### src/rtl/array_behavioral.sv
// array_behavioral: simple dual-port flop-based register file.
// One synchronous write port and one registered read port.
// Optional macro ARRAY_WR_BYPASS_EN selects write-first forwarding on a same-address
// write/read. When the macro is undefined, a same-address read returns the old word.
module array_behavioral #(
    parameter int unsigned WIDTH = 8,
    parameter int unsigned DEPTH = 4
) (
    input  logic                     clk,
    input  logic                     rst_n,
    input  logic [WIDTH-1:0]         write_data,
    input  logic [$clog2(DEPTH)-1:0] write_addr,
    input  logic                     write_en,
    input  logic [$clog2(DEPTH)-1:0] read_addr,
    output logic [WIDTH-1:0]         read_data
);

    localparam int unsigned ADDR = $clog2(DEPTH);

    logic [WIDTH-1:0] mem_q [DEPTH];
    logic [WIDTH-1:0] read_data_q;
    logic [WIDTH-1:0] read_data_d;
    logic             wr_in_range_c;
    logic             rd_in_range_c;
    logic             wr_go_c;

    // Address range checks; every address is legal when DEPTH fills the address space.
    generate
        if (DEPTH == (1 << ADDR)) begin : g_full_range
            assign wr_in_range_c = 1'b1;
            assign rd_in_range_c = 1'b1;
        end else begin : g_partial_range
            assign wr_in_range_c = (32'(write_addr) < DEPTH);
            assign rd_in_range_c = (32'(read_addr) < DEPTH);
        end
    endgenerate

    // Writes to addresses beyond the array are dropped rather than aliased.
    assign wr_go_c = write_en && wr_in_range_c;

    // Next read word: old contents, optionally replaced by the word being written.
    always_comb begin
        read_data_d = '0;
        if (rd_in_range_c) begin
            read_data_d = mem_q[read_addr];
        end
`ifdef ARRAY_WR_BYPASS_EN
        if (wr_go_c && (write_addr == read_addr)) begin
            read_data_d = write_data;
        end
`endif
    end

    // Storage array: cleared asynchronously, written on enabled edges.
    always_ff @(posedge clk or negedge rst_n) begin
        if (!rst_n) begin
            for (int i = 0; i < int'(DEPTH); i++) begin
                mem_q[i] <= '0;
            end
        end else if (wr_go_c) begin
            mem_q[write_addr] <= write_data;
        end
    end

    // Registered read port, active every cycle.
    always_ff @(posedge clk or negedge rst_n) begin
        if (!rst_n) begin
            read_data_q <= '0;
        end else begin
            read_data_q <= read_data_d;
        end
    end

    assign read_data = read_data_q;

endmodule

### config.mk
export PLATFORM = sky130hd
export DESIGN_NAME = array_behavioral
export DESIGN_NICKNAME = d
export VERILOG_FILES = /design/src/rtl/array_behavioral.sv
export SDC_FILE = /design/constraint.sdc
export NUM_CORES = 1
export LEC_CHECK = 0
export CAP_MARGIN = 20
export CORE_ASPECT_RATIO = 1.4
export CORE_UTILIZATION = 47
export CTS_CLUSTER_DIAMETER = 80
export DETAILED_ROUTE_END_ITERATION = 10
export PLACE_DENSITY = 0.81
export REMOVE_ABC_BUFFERS = 1
export SYNTH_ARGS = -nofsm -noshare
export SYNTH_HDL_FRONTEND = slang
export SYNTH_SLANG_ARGS = --single-unit
export TNS_END_PERCENT = 5
### constraint.sdc
create_clock -name clk -period 1.1 [get_ports clk]
set_clock_uncertainty 0.15 [all_clocks]
set_input_delay 0.11 -clock clk [delete_from_list [all_inputs] [get_ports clk]]
set_output_delay 0.11 -clock clk [all_outputs]
set_load 0.02 [all_outputs]
# After elaboration in Yosys (flattened, before gate mapping)
# Cells that the tools add are included.
# Widths: inputs -> output; s select.
word_totals:
  ff_bits: 40
  in_bits: 15
classes:
  magnitude_cmp: 3
  muxes: 6
  bitwise: 2
  reduce_logical: 1
ops:
  columns: ["cell", "n"]
  rows:
  - ["$bwmux 32", 1]
  - ["$mux 8", 3]
  - ["$bmux 8 s2", 1]
  - ["$demux 8 s2", 1]
  - ["$ge 3x3->1 const B", 2]
  - ["$not 2->3", 2]
  - ["$lt 3x1->1 const B", 1]
  - ["$logic_and 1x1->1", 1]

# Depth between registers and ports, before layout
depth:
  word_depth: 6
  mapped_depth: 2
  depth_no_buf: 2

# Worst setup path after synthesis
# Ideal clock, no wire load.
synth_path:
  path_kind: "input to register"
  startpoint: "input port read_addr[0]"
  endpoint: "register read_data_q[0], in the netlist read_data[0]"
  setup_time_ps: 138
  arrival_time_ps: 847
  t_required_ps: 812
  path_slack_ps: -35
  stages: 2
  path_buffers: 1
  cell_sequence: "buf_2 mux4_2"
synth_between:
  elab_chain_cells: 4
synth_rtl:
  columns: ["item", "line_no", "source"]
  rows:
  - ["start: declaration", "14", "input logic [$clog2(DEPTH)-1:0] read_addr,"]
  - ["$not 2->3 (not written as such)", "45", "read_data_d = mem_q[read_addr];"]
  - ["$bmux 8 s2", "45", null]
  - ["$mux 8 (not written as such) (2 in a row)", "45", null]
  - ["net read_data_d[0]", "22", "logic [WIDTH-1:0] read_data_d;"]
  - ["end signal: assignment", "70", "read_data_q <= read_data_d;"]
  - ["end: declaration", "21", "logic [WIDTH-1:0] read_data_q;"]
# The timed path passes the listed nets, and every way through them passes these cells. The select of a mux whose other input is x is not followed.
# A chain may end at the register's enable or synchronous reset.

# Worst setup path in the final report
layout_path:
  startpoint: "register mem_q[3] in the netlist's numbering"
  endpoint: "register read_data_q[3], in the netlist read_data[3]"
layout_between:
  elab_chain_cells: 3
layout_rtl:
  columns: ["item", "line_no", "source"]
  rows:
  - ["start: declaration", "20", "logic [WIDTH-1:0] mem_q [DEPTH];"]
  - ["start signal: indexed assignment", "61", "mem_q[write_addr] <= write_data;"]
  - ["$bmux 8 s2", "45", null]
  - ["$mux 8 (not written as such) (2 in a row)", "45", null]
  - ["net read_data_d[3]", "22", null]
# The timed path passes the listed nets, and every way through them passes these cells. The select of a mux whose other input is x is not followed.

==> summary.md <==
| Metric | Value |
|---|---|
| Max-cap violations | `0` |
| Post-synthesis register bit count | `40` |
| Syn_area_per_cell | `about 19 sq um` |
| GP Congestion | `between 0.7 and 0.8` |
| Syn Std Cell Area | `between 1500 and 2000 sq um` |
| Fin crit period | `1.14 ns` |
| Boundary Pins | `23` |
| CP bufs+invs | `0` |
| FF-to-FF Start | `mem_q[3]$_DFFE_PN0P_` |
| Cell family with most CP delay | `multiplexers` |
| Pwr per Cell Area | `1750 nW/um^2` |
| Seq pwr share | `a little over half` |
| Pint | `approximately 2.7 mW` |
| Clock Latency Late Sink | `0.28 ns` |
| Fin Hold WS | `between 0.15 and 0.2 ns` |
| CP endpoint kind | `flip-flop` |
| Sw Share | `approximately a quarter` |
| Largest net degree at the start of global routing | `41` |
| PnR worst setup slack | `-0.0419 ns` |
| # rows | `24` |
| Vias | `between 800 and 900` |
| Slew Limit Fails | `0` |
| Fraction of layout cells with a size suffix above 1 | `between 50% and 60%` |
| Failing checks | `setup timing` |
| Power share of the combinational group | `between 10% and 20%` |
| Met3 usage | `4.95%` |
| Post-place setup slack | `-0.597 ns` |
| Initial antenna violation count | `0` |
| TritonCTS clock tree | `built` |
| First-pass DRT Iterations | `3` |
| Die area | `roughly 3600 sq um` |
| Tot Pwr | `about 3.5 mW` |
| Routed Antenna Nets | `0` |
| Unique cell type count in the Yosys netlist | `8` |
| CP peak stage delay | `between 0.4 and 0.5 ns` |
| Crit path kind | `flip-flop to flip-flop` |
| CTS Sinks | `40` |
| Die width | `approximately 50 um` |
| Routed WL per cell | `between 15 and 20 um` |
| Sequential area share after synthesis | `between 60% and 70%` |
| Final period util | `104%` |
| Synth warnings | `0` |
| P_sw | `approximately 0.87 mW` |
| H-tree depth | `2` |
| Outcome | `complete, but fails checks` |
| M2 GR Usage | `approximately a third` |
| Mapped Cells | `86` |
| Initial Util | `approximately 50%` |
| CTS root buf | `clkbuf_8` |
| Worst-Margin Slew | `0.216 ns` |
| Unrepaired setup endpoints after global routing | `yes` |
| Area growth from synthesis to layout | `26.3%` |
| Final setup viols | `8` |
| Slew margin rel. | `85.6%` |
| Clk slew on worst S/H paths | `approximately 0.07 ns` |
| Final Net Count | `approximately 130` |
| Core area | `between 3000 and 4000 sq um` |
| Clk buf depth | `2` |
| WP data arrival | `about 1.1 ns` |
| Critical path required time | `~1.1 ns` |
| DRC errors left | `0` |
| Fin Setup TNS | `-0.149 ns` |
| Slowest cell on crit path | `mux4_2` |
| GRT Total Usage | `between 10% and 20%` |
| Vias/cell | `5.45` |
| Setup crit start | `mem_q[3]$_DFFE_PN0P_` |
| PortBufs | `22` |
| Initial DRC Count | `8` |
| Fillers | `250` |
| First-pass GRT wire length | `4750 um` |
| Min-delay worst type | `primary input to asynchronous set/reset pin` |
| Critical-path cell list | `mux4_2` |
| Final wirelength | `~2800 um` |
| Antenna diodes | `0` |
| Met1 Use GR | `between 20% and 30%` |
| GRT busiest layer | `met2` |
| Worst R2R Setup Slack | `-0.04 ns` |
| GR Overflow Total | `0` |
| Final Hold Vio Count | `0` |
| TritonCTS buffer count | `5` |
| Peak Freq | `between 800 and 900 MHz` |
| Leakage | `0.880 nW` |
| Worst VDD drop | `approximately 1100 uV` |
| Startpoint types | `flip-flop` |
| Clock power frac | `between 20% and 30%` |
| Number of global-route vias before repair | `1015` |
| Die H | `approximately 71 um` |
| CP max FO | `2` |
-- synth_stat cells --
master     n  share of area (%)
buf_2      1               0.31
nor3b_4    1                1.2
mux4_2     8                 11
dfrtp_1   40                 63
mux2_2    32                 23
nand3b_2   2                1.4
buf_1      1               0.23
nand3_2    1               0.63
-- placed cells by master (no fill, tap or decap) --
master	synthesis	layout
dfrtp_1	40	40
mux2_2	32	32
clkdlybuf4s50_1	0	9
buf_2	1	9
mux4_2	8	8
clkbuf_8	0	6
buf_12	0	4
nand3b_4	0	2
clkbuf_1	0	2
dlygate4sd2_1	0	2
nand3_4	0	1
nor3b_4	1	1
dlygate4sd3_1	0	1
clkdlybuf4s15_2	0	1
clkbuf_2	0	1
buf_4	0	1
-- flip-flops by register name, summed over array words and instances (netlist names) --
| signal | flops |
|---|---|
| read_data | 8 |
| mem_q | 32 |
-- cells by family after synthesis --
kind of cell,after synthesis,synth area share [%]
multiplexers,40,33.8
flip-flops,40,62.5
AND/OR/NAND/NOR,4,3.20
buffers and inverters,2,0.546
-- final cells by class --
| cell class | instances | area, sq um | share of cell area (%) |
|---|---|---|---|
| repair buffers | 28 | 267 | 13.2 |
| clock buffers | 8 | 90.1 | 4.45 |
| flip-flops and latches | 40 | 1000 | 49.5 |
| well taps | 39 | 48.8 | 2.41 |
| multi-input cells | 44 | 617 | 30.5 |
-- through the flow --
| step | util (%) | cells | cell area [sq um] |
|---|---|---|---|
| final | 63.6 | 159 | 2020 |
| after floorplan | - | 84 | 1590 |
| after CTS | 63.7 | 159 | 2030 |
| after global placement | 61.1 | 150 | 1940 |
| after detailed placement | 61.1 | 150 | 1940 |
| after global routing | 63.6 | 159 | 2020 |
-- metal layers --
metal  part of all wire, %  vias to the layer above
li1                      -                      390
met1                    39                      455
met2                    56                       17
met3                   3.5                        5
met4                   1.9                        0
met5                     0                        -
-- final timing paths --
check,to,depth (start not counted)
setup reg to reg,read_data[3]$_DFF_PN0_,1
hold reg to reg,mem_q[9]$_DFFE_PN0P_,1
setup / recovery,read_data[3]$_DFF_PN0_,1
min in group clk,mem_q[0]$_DFFE_PN0P_,3
hold / removal,mem_q[5]$_DFFE_PN0P_,3
max in group asynchronous,mem_q[26]$_DFFE_PN0P_,3
-- power groups by stage --
stage | combinational, mW | clock, mW | sequential [mW]
floorplan | 0.340 | 0 | 1.97
global route | 0.742 | 1.06 | 1.92
detailed placement | 0.763 | 0 | 1.92
CTS | 0.703 | 1.01 | 1.88
global placement | 0.734 | 0 | 1.89
finish | 0.692 | 0.969 | 1.89
-- repair_timing --
action / in CTS / in global routing
endpoints found under the setup margin: 48 / 24
buffers inserted: 0 / 0
resized for setup: 41 / 2
pin swaps: 1 / 1
hold buffers: 1 / 0
cloned: 0 / 0
endpoints found under the hold margin: 40 / 0
No activity file was read; power rests on OpenSTA's default activity.
==> RTL edit 1: new RTL, config.mk and constraints unchanged <==
Reset style: synchronous (`rst_n`), changed in 2 clocked blocks. Comments in the files are not updated.
--- a/src/rtl/array_behavioral.sv
+++ b/src/rtl/array_behavioral.sv
@@ -52,7 +52,7 @@
     end
 
     // Storage array: cleared asynchronously, written on enabled edges.
-    always_ff @(posedge clk or negedge rst_n) begin
+    always_ff @(posedge clk) begin
         if (!rst_n) begin
             for (int i = 0; i < int'(DEPTH); i++) begin
                 mem_q[i] <= '0;
@@ -63,7 +63,7 @@
     end
 
     // Registered read port, active every cycle.
-    always_ff @(posedge clk or negedge rst_n) begin
+    always_ff @(posedge clk) begin
         if (!rst_n) begin
             read_data_q <= '0;
         end else begin
Behaviour: differs if rst_n is asserted again (counterexample within 4 cycles, from zero or initial values and one cycle with rst_n low); with rst_n held inactive, the same outputs for 10 cycles.
==> RTL edit 1 against the original RTL <==
Die area increased by 2.9%; synthesized area increased by 3.0%; largest power group unchanged; cell area rose by 3.1%; total power fell by 15%; wire length grew 10%; critical endpoint is now mem_q[0][5]; non-clock buffer count is 8 higher; sequential cell count unchanged; worst setup slack improved by 73 ps.
==> RTL edit 1: results (changes against the original RTL) <==
| Metric | Value |
|---|---|
| CP max FO | 8 (was 2) |
| Crit. Startpoint | write_en (was mem_q[3]) |
| Final nets | 165 (was 134) |
| Reg2reg end | read_data[4] (was read_data[3]) |
| Global-route usage over all layers | 19.4% (was 18.8%) |
| First-pass GRT wire length | 5040 µm (was 4750 µm) |
| Reg2Reg Depth | 2 (was 1) |
| Crit-path max cell delay | 280 ps (was 490 ps) |
| Initial DRC Count | 40 (was 8) |
| Detailed Routing Iterations Pass 1 | 4 (was 3) |
| Layout cells sized above 1 | 20.7% (was 55.0%) |
| Leak | 0.866 nW (was 0.880 nW) |
| Vias | 1,013 (was 867) |
| GPL Wtd Cong | 0.737 (was 0.790) |
| Asr flop ratio synth | 0% (was 100%) |
| Top_reg_cell synth | edfxtp_1 (was dfrtp_1) |
| Post-synth EDFFs | 32 (was 0) |
| CP Capture Point | mem_q[0][5] (was read_data[3]) |
| Delay-heaviest family, CP | simple AND/OR/NAND/NOR gates (was multiplexers) |
| DRT Wirelength | 3110 µm (was 2820 µm) |
| Relative slew slack | 78.3% (was 85.6%) |
| Seq/Total Area, Yosys | 68.0% (was 62.5%) |
| CP arrival | 960 ps (was 1140 ps) |
| Fillers | 270 (was 250) |
| Type of the tightest min-delay check | input pin to flop (was input pin to asynchronous set/reset pin) |
| Worst-path clk slew | 70 ps (about the same) |
| DP HPWL | 2140 µm |
| Reg2reg setup slack | 150 ps (was -40 ps) |
| Synth area leaders | edfxtp_1 58%, dfxtp_1 9.7%, mux2i_1 9.7% (was dfrtp_1 63%, mux2_2 22%, mux4_2 11%) |
| Crit-path slowest cell | and4bb_2 (was mux4_2) |
| Status | completed (was complete, but fails checks) |
| Yosys cell types | 17 (was 8) |
| Maximum vdd drop | 0.964 mV (was 1.10 mV) |
| RR Startpoint | mem_q[0][4] (was mem_q[3]) |
| Vias in the first global route | 1,050 (was 1,015) |
## RTL edit 1: cell count changes in the layout (fill, tap and decap cells not counted), moves of 9 or more
cell / delta
dfrtp_1: -40
edfxtp_1: +32
mux2_2: -32
and2_1: +24
mux2i_1: +15
buf_4: +9
## RTL edit 1: cell type report
cell class,count,area share [%]
Sequential cell,40,53.7
Multi-Input combinational cell,67,24.1
Timing Repair Buffer,36,16.1
Clock buffer,5,3.30
Tap cell,40,2.40
Clock inverter,2,0.360
## RTL edit 1: how the worst min path moves through the flow
stage                     slack [ps]          from      endpoint
after global routing             370      write_en   mem_q[3][5]
final                            330      write_en   mem_q[3][3]
after global placement           350   mem_q[1][6]  read_data[6]
after CTS                        360      write_en   mem_q[3][3]
after detailed placement         370   mem_q[3][7]  read_data[7]
after floorplan                  140  read_addr[1]  read_data[6]
## RTL edit 1: routing by layer
metal | wire length, µm | part of all wire [%] | track usage [%] | vias to the layer above
li1 | - | - | - | 492
met1 | 1220 | 39 | 21.9 | 490
met2 | 1710 | 55 | 31.6 | 25
met3 | 107 | 3.4 | 5.24 | 6
met4 | 70 | 2.2 | 12.6 | 0
met5 | 0 | 0 | 0 | -
## RTL edit 1: timing repair
| item | 4_1_cts | 5_1_grt |
|---|---|---|
| setup endpoints to repair | 72 | 17 |
| gates cloned | 1 | 0 |
| pin swaps | 1 | 1 |
| buffers inserted | 0 | 0 |
| gates resized for setup | 39 | 5 |
## RTL edit 1: cells by family after synthesis
kind of cell / count (synthesis) / share of synthesized area (%)
AND/OR/NAND/NOR: 42 / 16.2
flip-flops: 40 / 68.0
multiplexers: 16 / 9.71
AO/OA/AOI/OAI: 9 / 3.34
buffers and inverters: 6 / 2.73
## RTL edit 1: metrics by stage
| step | std cells | hold slack [ps] | setup slack (ps) | instance area (µm²) | total power [W] |
|---|---|---|---|---|---|
| floorplan | 107 | 137 | -203 | 1600 | 0.00196 |
| global placement | 182 | 347 | -518 | 2000 | 0.00217 |
| detailed placement | 182 | 372 | -568 | 2000 | 0.00218 |
| CTS | 190 | 358 | -5.08 | 2070 | 0.00303 |
| global route | 190 | 368 | 2.82 | 2090 | 0.00312 |
| finish | 190 | 331 | 31.0 | 2090 | 0.00302 |
## RTL edit 1: power by group
part	leakage (nW)	internal, W	switching (W)
clock network	0.0391	0.000418	0.000460
registers	0.379	0.00175	0.0000337
logic	0.448	0.000182	0.000178
## RTL edit 1: worst reg2reg max path: cells and delay by family, from the launching register on
kind | cells | cell delay, ps
flops | 1 | 390
mux | 1 | 190
compound gates | 1 | 100
==> RTL edit 2: new RTL, config.mk and constraints unchanged <==
Made on the original files. The option `ARRAY_WR_BYPASS_EN` is turned on by a define.
--- a/src/rtl/array_behavioral.sv
+++ b/src/rtl/array_behavioral.sv
@@ -2,6 +2,8 @@
 // One synchronous write port and one registered read port.
 // Optional macro ARRAY_WR_BYPASS_EN selects write-first forwarding on a same-address
 // write/read. When the macro is undefined, a same-address read returns the old word.
+`define ARRAY_WR_BYPASS_EN
+
 module array_behavioral #(
     parameter int unsigned WIDTH = 8,
     parameter int unsigned DEPTH = 4
Behaviour: not the same (a bounded check fails within 4 cycles, from zero or initial values and one cycle with rst_n low).
==> RTL edit 2 against the original RTL <==
The run still ends with negative setup slack left; clock power rose by 2%; cell area rose by 12%; worst setup slack got worse by 260 ps; wire length rose by 16%; total power rose by 6.5%; critical path type unchanged; largest cell class unchanged; sequential cell count did not move; cell count rose by 13%; highest routed layer unchanged; synthesized area rose by 11%; count of clock-buffer cells in the layout did not move.
==> RTL edit 2: results (changes against the original RTL) <==
| Metric | Value |
|---|---|
| Status | complete, but fails checks (unchanged) |
| Failing checks | negative setup slack (unchanged) |
| Layout cells sized above 1 | 59.1% (was 55.0%) |
| Initial antenna violation count | 0 (unchanged) |
| Reg2Reg Depth | 2 (was 1) |
| Relative slew slack | 84.2% (was 85.6%) |
| Fillers | 268 (was 250) |
| Commonest cells in the netlist | 40 x dfrtp_1, 32 x mux2_2, 8 x mux2_4, 8 x mux4_2, 4 x buf_2 (was 40 x dfrtp_1, 32 x mux2_2, 8 x mux4_2, 2 x nand3b_2) |
| Clock buffer depth | 2 (unchanged) |
| Seq/Total Area, Yosys | 56.2% (was 62.5%) |
| Vias in the first global route | 1,055 (was 1,015) |
| Root Buffer | clkbuf_8 (unchanged) |
| Global-route usage over all layers | 19.4% (was 18.8%) |
| CP max FO | 2 (unchanged) |
| Clock H-tree levels | 2 (unchanged) |
| Leak | 1.00 nW (was 0.880 nW) |
| Worst-path clk slew | 70 ps (about the same) |
| Clk_lat worst skew | 290 ps |
| Crit. Startpoint | mem_q[10] (was mem_q[3]) |
| Initial DRC Count | 15 (was 8) |
| Ys Warns | 0 (unchanged) |
| Synth area leaders | dfrtp_1 56%, mux2_2 20%, mux4_2 10% (was dfrtp_1 63%, mux2_2 22%, mux4_2 11%) |
| GPL Wtd Cong | 0.731 (was 0.790) |
| Delay-heaviest family, CP | multiplexers (unchanged) |
| Switching Fraction | 25.1% (was 24.6%) |
| Placed Area | 2160 µm² (was 1940 µm²) |
| Final nets | 151 (was 134) |
| Cell count after synthesis | 100 (was 86) |
| WL/cell | 18.2 µm (was 17.8 µm) |
| Detailed Routing Iterations Pass 1 | 4 (was 3) |
| Maximum vdd drop | 1.10 mV (about the same) |
| Diode count | 0 (unchanged) |
| Finish-stage setup viols | 8 (unchanged) |
| CP Capture Point | read_data[2] (was read_data[3]) |
| Yosys cell types | 11 (was 8) |
| Type of the tightest min-delay check | input pin to asynchronous set/reset pin (unchanged) |
| Largest net degree at the start of global routing | 41 (unchanged) |
| CP arrival | 1420 ps (was 1140 ps) |
| Top reg by flops | mem_q (unchanged) |
| Port bufs | 22 (unchanged) |
| FF/Latch Area | 1000 µm² (unchanged) |
| First-pass GRT wire length | 5160 µm (was 4750 µm) |
| Num CTS Buffers | 5 (unchanged) |
| Setup TNS | -2110 ps (was -149 ps) |
| Max reg flops | 32 (unchanged) |
| Post-synth EDFFs | 0 (unchanged) |
| Vias | 984 (was 867) |
| DRT Wirelength | 3260 µm (was 2820 µm) |
| Crit-path max cell delay | 470 ps (was 490 ps) |
| Setup slack after layout | -298 ps (was -41.9 ps) |
| Placed Cells | 169 (was 150) |
| Post-CTS setup buffer count | 0 (unchanged) |
| Sequential power share | 50.1% (was 53.2%) |
RTL edit 2: through the flow:
| step | setup WS (ps) | total power, W |
|---|---|---|
| floorplan | -223 | 0.00245 |
| global placement | -730 | 0.00280 |
| detailed placement | -736 | 0.00287 |
| CTS | -300 | 0.00380 |
| global route | -316 | 0.00396 |
| finish | -298 | 0.00378 |
RTL edit 2: how the worst min path moves through the flow:
stage / end / slack [ps] / depth (start not counted)
finish: mem_q[22] / 170 / 3
global route: read_data[1] / 190 / 3
CTS: read_data[1] / 180 / 3
detailed placement: mem_q[22] / -60 / 2
global placement: read_data[6] / -60 / 2
floorplan: mem_q[0] / -340 / 0
RTL edit 2: final cells by class:
class / count / area share [%]
clock buffer: 8 / 3.96
sequential: 40 / 44.0
tap: 42 / 2.31
timing repair buffer: 34 / 16.2
multi-input combinational: 55 / 33.6
RTL edit 2: routing by layer:
layer / track usage [%] / wire (µm) / part of all wire (%)
met5: 0 / 0 / 0
met4: 8.83 / 91 / 2.8
met3: 6.26 / 144 / 4.4
met2: 33.5 / 1850 / 57
met1: 21.1 / 1180 / 36
RTL edit 2: timing repair:
action,4_1_cts,5_1_grt
gates resized for setup,45,4
setup endpoints to repair,48,25
pin swaps,2,1
gates cloned,1,0
hold endpoints to repair,40,0
hold buffers,1,0
RTL edit 2: worst min-delay path, stage by stage:
cell and delay (ps):
dlygate4sd3_1 520, buf_2 120, buf_12 220
RTL edit 2: cells by family after synthesis:
group	share of synthesized area, %
muxes	37.1
DFF	56.2
and+or+nand+nor	3.16
xor gates and xnor gates	1.83
buffers and inverters	1.76
RTL edit 2: power groups by stage:
stage	clock network (W)	registers, W	logic [W]
after global routing	0.00107	0.00193	0.000960
after CTS	0.00101	0.00189	0.000898
final	0.000987	0.00189	0.000897
after global placement	0	0.00189	0.000906
after detailed placement	0	0.00193	0.000943
after floorplan	0	0.00197	0.000476
